`config.mk`:
```
export PLATFORM = sky130hd
export DESIGN_NAME = fetch_sequencer
export DESIGN_NICKNAME = d
export VERILOG_FILES = /design/src/rtl/fetch_sequencer.sv
export SDC_FILE = /design/constraint.sdc
export NUM_CORES = 1
export LEC_CHECK = 0
export CAP_MARGIN = 20
export CORE_MARGIN = 2
export CORE_UTILIZATION = 50
export DETAILED_ROUTE_END_ITERATION = 10
export PLACE_DENSITY_LB_ADDON = 0.1
export SYNTH_ARGS = -nofsm -noshare
export SYNTH_HDL_FRONTEND = slang
export SYNTH_SLANG_ARGS = --single-unit
```
`constraint.sdc`:
```
create_clock -name clk -period 4.5 [get_ports clk]
set_clock_uncertainty 0.1 [all_clocks]
set_input_delay 0.675 -clock clk [delete_from_list [all_inputs] [get_ports clk]]
set_output_delay 0.675 -clock clk [all_outputs]
set_load 0.01 [all_outputs]
```
`src/rtl/fetch_sequencer.sv`:
```
// fetch_sequencer: owns the PC, runs the imem req/ack handshake and a 2-entry fetch buffer feeding IF/ID
module fetch_sequencer #(
   parameter logic [31:0] RESET_PC  = 32'h0000_0000,
   parameter logic [31:0] NOP_INSTR = 32'h0000_0000
) (
   input  logic        clk,
   input  logic        rst,
   input  logic        stall_D,
   input  logic        PC_src,
   input  logic [31:0] PC_target,
   output logic        imem_req,
   output logic [31:0] imem_addr,
   input  logic        imem_ack,
   input  logic [31:0] imem_rdata,
   output logic [31:0] instruction_F,
   output logic [31:0] PC_F,
   output logic        valid_F,
   output logic        busy
);
   typedef enum logic [1:0] {IDLE, REQ, HOLD, KILL} state_t;
   state_t      state;
   logic [31:0] pc_q, pc_next, target;
   logic [31:0] buf_instr [2];
   logic [31:0] buf_pc [2];
   logic [1:0]  count, after_pop, occ_next;
   logic        pop, load, slot;
   assign valid_F       = count != 2'd0;
   assign pop           = valid_F & ~stall_D;
   assign load          = imem_req & imem_ack & (state == REQ);
   assign after_pop     = count - {1'b0, pop};
   assign occ_next      = after_pop + {1'b0, load};
   assign slot          = after_pop[0];
   assign pc_next       = pc_q + 32'd4;
   assign target        = {PC_target[31:2], 2'b00};
   assign busy          = imem_req;
   assign instruction_F = valid_F ? buf_instr[0] : NOP_INSTR;
   assign PC_F          = valid_F ? buf_pc[0] : pc_q;
   // A new request is only issued when the buffer can absorb its ack, so a load never overflows.
   always_ff @(posedge clk or negedge rst) begin
      if (!rst) begin
         state     <= IDLE;
         pc_q      <= RESET_PC;
         imem_req  <= 1'b0;
         imem_addr <= RESET_PC;
         count     <= 2'd0;
         buf_instr <= '{default: '0};
         buf_pc    <= '{default: '0};
      end else if (PC_src) begin
         count <= 2'd0;
         pc_q  <= target;
         if (imem_req && !imem_ack) state <= KILL;
         else begin
            state     <= REQ;
            imem_req  <= 1'b1;
            imem_addr <= target;
         end
      end else begin
         count <= occ_next;
         if (pop) begin
            buf_instr[0] <= buf_instr[1];
            buf_pc[0]    <= buf_pc[1];
         end
         if (load) begin
            buf_instr[slot] <= imem_rdata;
            buf_pc[slot]    <= imem_addr;
            pc_q            <= pc_next;
         end
         case (state)
            IDLE: begin
               state     <= REQ;
               imem_req  <= 1'b1;
               imem_addr <= pc_q;
            end
            REQ: if (imem_ack) begin
               if (occ_next <= 2'd1) imem_addr <= pc_next;
               else begin
                  state    <= HOLD;
                  imem_req <= 1'b0;
               end
            end
            HOLD: if (occ_next <= 2'd1) begin
               state     <= REQ;
               imem_req  <= 1'b1;
               imem_addr <= pc_q;
            end
            KILL: if (imem_ack) begin
               state     <= REQ;
               imem_addr <= pc_q;
            end
            default: state <= IDLE;
         endcase
      end
   end
endmodule

```
==> impl_metrics.yaml <==
status:
  status: "complete, no violations"
yosys:
  postSynthCellCount: 1004
  async_flop_share_pct: 100
  synth-seq-cells: 193
  synth-edff-count: 0
  seq_area_frac_synth_pct: 49.9
  syn_avg_cell_area_um2: 9.65
  ys.flop_type: "dfrtp_1"
  ys_types: 56
  yosysWarnings: 0
  synth_area_mm2: 0.00969
  syn_nets: 1074
setup_path:
  reg2reg_depth: 7
  reg2reg_from: "count[1]"
  worstReg2RegEnd: "buf_pc[58]"
  startpoint_type: "flop"
  cp.arrival_ns: 2.62
  critPathMaxFanout: 79
  crit_type: "flop to primary output"
  cp.required_ns: 3.72
  end_kind: "primary output"
  reg2reg_slack_ns: 1.68
global_route:
  track_usage_pct: 25.2
  grt-ovfl-total: 0
  grt_max_degree: 95
  grt_antenna_before_repair: 0
  grt_pass1_vias: 7776
  grt_pass1_wl_um: 40500
placed_design:
  numPortBuffers: 165
  placed_cell_area_mm2: 0.0115
  gp_congestion: 0.887
  place_hpwl_um: 16200
route:
  dr.pass1.iters: 5
  drc: 0
  via_per_inst: 5.66
  routed_wirelength_um: 25000
  ant_nets: 0
  wl_per_cell_um: 17.9
  drtIter0Drc: 518
  vias: 7906
pwr:
  power.density_mw_per_mm2: 423
  combPwrFrac_pct: 23.2
  power.switching_w: 0.00149
  p_sw_share_pct: 29.2
  vdd_drop_max_mv: 0.277
  pwr-share-seq_pct: 46.3
  internal_power_w: 0.00362
  leakage_nw: 5.21
  pwr-share-clk_pct: 30.5
timing:
  slew_violations: 0
  finalHoldViolCount: 0
  fin_crit_ns: 3.40
  finalSetupViolations: 0
  rsz0062_at_grt: "no"
  fin_tns_setup_ns: 0
  slew_headroom_pct: 40.4
  fmax_mhz: 295
  period_share_pct: 75.5
  tightest_slew_ns: 0.887
final_layout:
  diodes: 0
  fill_cells: 1598
  final_nets: 1193
  drive_gt1_share_pct: 12.7
  final_area_mm2: 0.0121
  area_growth_pct: 24.8
clock_tree:
  ctsLongestPathBuffers: 2
  ctsHtreeMaxLevel: 4
  cts_buffers: 17
  clk_root_buffer_cell: "clkbuf_16"
  cts_tree: "built"
  cts_setup_buffers: 0
  cts_hold_buf: 0
  numClockSinks: 193
  clock_latency_ns: 0.43
  ctsResizeCount: 0
  path_clk_slew_ns: 0.07
floorplanning:
  io-pin-count: 168
  start_util_pct: 51.4
  die_area_mm2: 0.0205
  coreArea_mm2: 0.0188
  die_w_um: 143
  die_height_um: 143
  rows: 50
worst_hold_path:
  hp-class: "input port to asynchronous set/reset pin"
flow_run:
  maxCapViolCount: 0
-- worst max-delay path: stages, from the launching register on --
cell,delay [ns]
dfrtp_1,0.48
nor2_4,0.14
buf_4,0.64
nand2_1,0.20
o21ai_0,0.12
clkdlybuf4s50_1,0.58
-- metal layers --
layer	global-route usage, %	wire (µm)	vias up
met1	34.8	11100	3894
met3	3.92	1360	31
met4	6.93	365	0
li1	-	-	3762
met2	41.5	12100	219
met5	0	0	-
-- through the flow --
stage | instances | total power (W) | setup slack, ns | hold WS, ns | util (%)
finish | 1396 | 0.00511 | 1.10 | 0.195 | 64.2
global route | 1396 | 0.00539 | 0.957 | 0.257 | 64.2
CTS | 1396 | 0.00516 | 1.08 | 0.240 | 64.2
detailed placement | 1364 | 0.00359 | 1.17 | 0.389 | 61.0
global placement | 1364 | 0.00355 | 1.17 | 0.382 | 61.0
floorplan | 1004 | 0.00306 | 2.24 | 0.279 | -
-- cells by family (layout without fill, tap and decap cells) --
logic type               Yosys count  count (layout)  share of synthesized area, %
flip-flops                       193             193                          49.9
adder cells (fa/ha/maj)            1               1                         0.129
XOR/XNOR                          43              43                          3.89
multiplexers                      87              87                          10.0
AND/OR/NAND/NOR                  258             258                          13.4
AO/OA/AOI/OAI                    261             261                          16.1
buffers and inverters            161             293                          6.67
-- worst max-delay path by stage --
stage	slack, ns	to	from
final	1.10	PC_F[31]	count[1]
after global routing	0.96	PC_F[31]	count[1]
after CTS	1.08	PC_F[22]	count[1]
after detailed placement	1.17	pc_q[23]	imem_ack
after global placement	1.17	pc_q[23]	imem_ack
after floorplan	2.24	pc_q[23]	imem_ack
-- cell usage after synthesis, types with 3 or more instances --
master | instances | area [µm²]
o22ai_1 | 54 | 338
dfrtp_1 | 193 | 4830
nor2_1 | 58 | 218
a21oi_1 | 78 | 390
nand4_1 | 15 | 93.8
xnor2_1 | 28 | 245
inv_1 | 76 | 285
nand2b_1 | 4 | 25.0
nor3_1 | 25 | 125
nand3_1 | 14 | 70.1
xor2_1 | 15 | 131
o31a_1 | 6 | 52.6
o311a_1 | 4 | 40.0
buf_1 | 6 | 22.5
mux2i_1 | 10 | 100
buf_4 | 3 | 22.5
a41oi_1 | 3 | 26.3
and4_1 | 8 | 70.1
buf_2 | 18 | 90.1
clkbuf_1 | 57 | 214
nand2_1 | 80 | 300
o31ai_1 | 7 | 52.6
and3_1 | 4 | 25.0
mux2_2 | 76 | 856
nor4_1 | 20 | 125
o22a_1 | 12 | 105
and2_1 | 14 | 87.6
a31oi_1 | 10 | 62.6
o21ai_0 | 72 | 360
-- state kept, by name, indices dropped and copies added, names as in the netlist --
| name | cells |
|---|---|
| buf_instr | 64 |
| imem_addr | 31 |
| count | 2 |
| pc_q | 30 |
| busy | 1 |
| buf_pc | 63 |
| state | 2 |
-- final cells by class --
type | count | area, µm² | area share (%)
Clock buffer | 20 | 457 | 3.78
Clock inverter | 12 | 148 | 1.22
Inverter | 76 | 285 | 2.36
Multi-Input combinational cell | 650 | 4240 | 35.1
Sequential cell | 193 | 4830 | 40.0
Tap cell | 260 | 325 | 2.69
Timing Repair Buffer | 185 | 1800 | 14.9
-- power groups by stage --
stage          registers [W]  clock network (W)  logic, W
2_1_floorplan        0.00233                  0  0.000731
3_3_place_gp         0.00238                  0   0.00117
3_5_place_dp         0.00240                  0   0.00120
4_1_cts              0.00237            0.00158   0.00120
5_1_grt              0.00242            0.00166   0.00132
6_report             0.00237            0.00156   0.00119
-- cells in the final DEF, fill, tap and decap left out, drive strengths merged, types with 6 or more instances in the layout --
master	count
dfrtp	193
xnor2	28
o21ai	72
o31ai	7
nand4	15
a21oi	78
nor2	58
mux2	77
buf	21
and2	14
nand3	15
a31oi	10
inv	81
nor3	26
xor2	15
and4	8
mux2i	10
o22ai	54
o31a	6
clkbuf	21
o22a	12
nand2	80
clkdlybuf4s50	163
nor4	21
(Power assumes the default switching activity.)
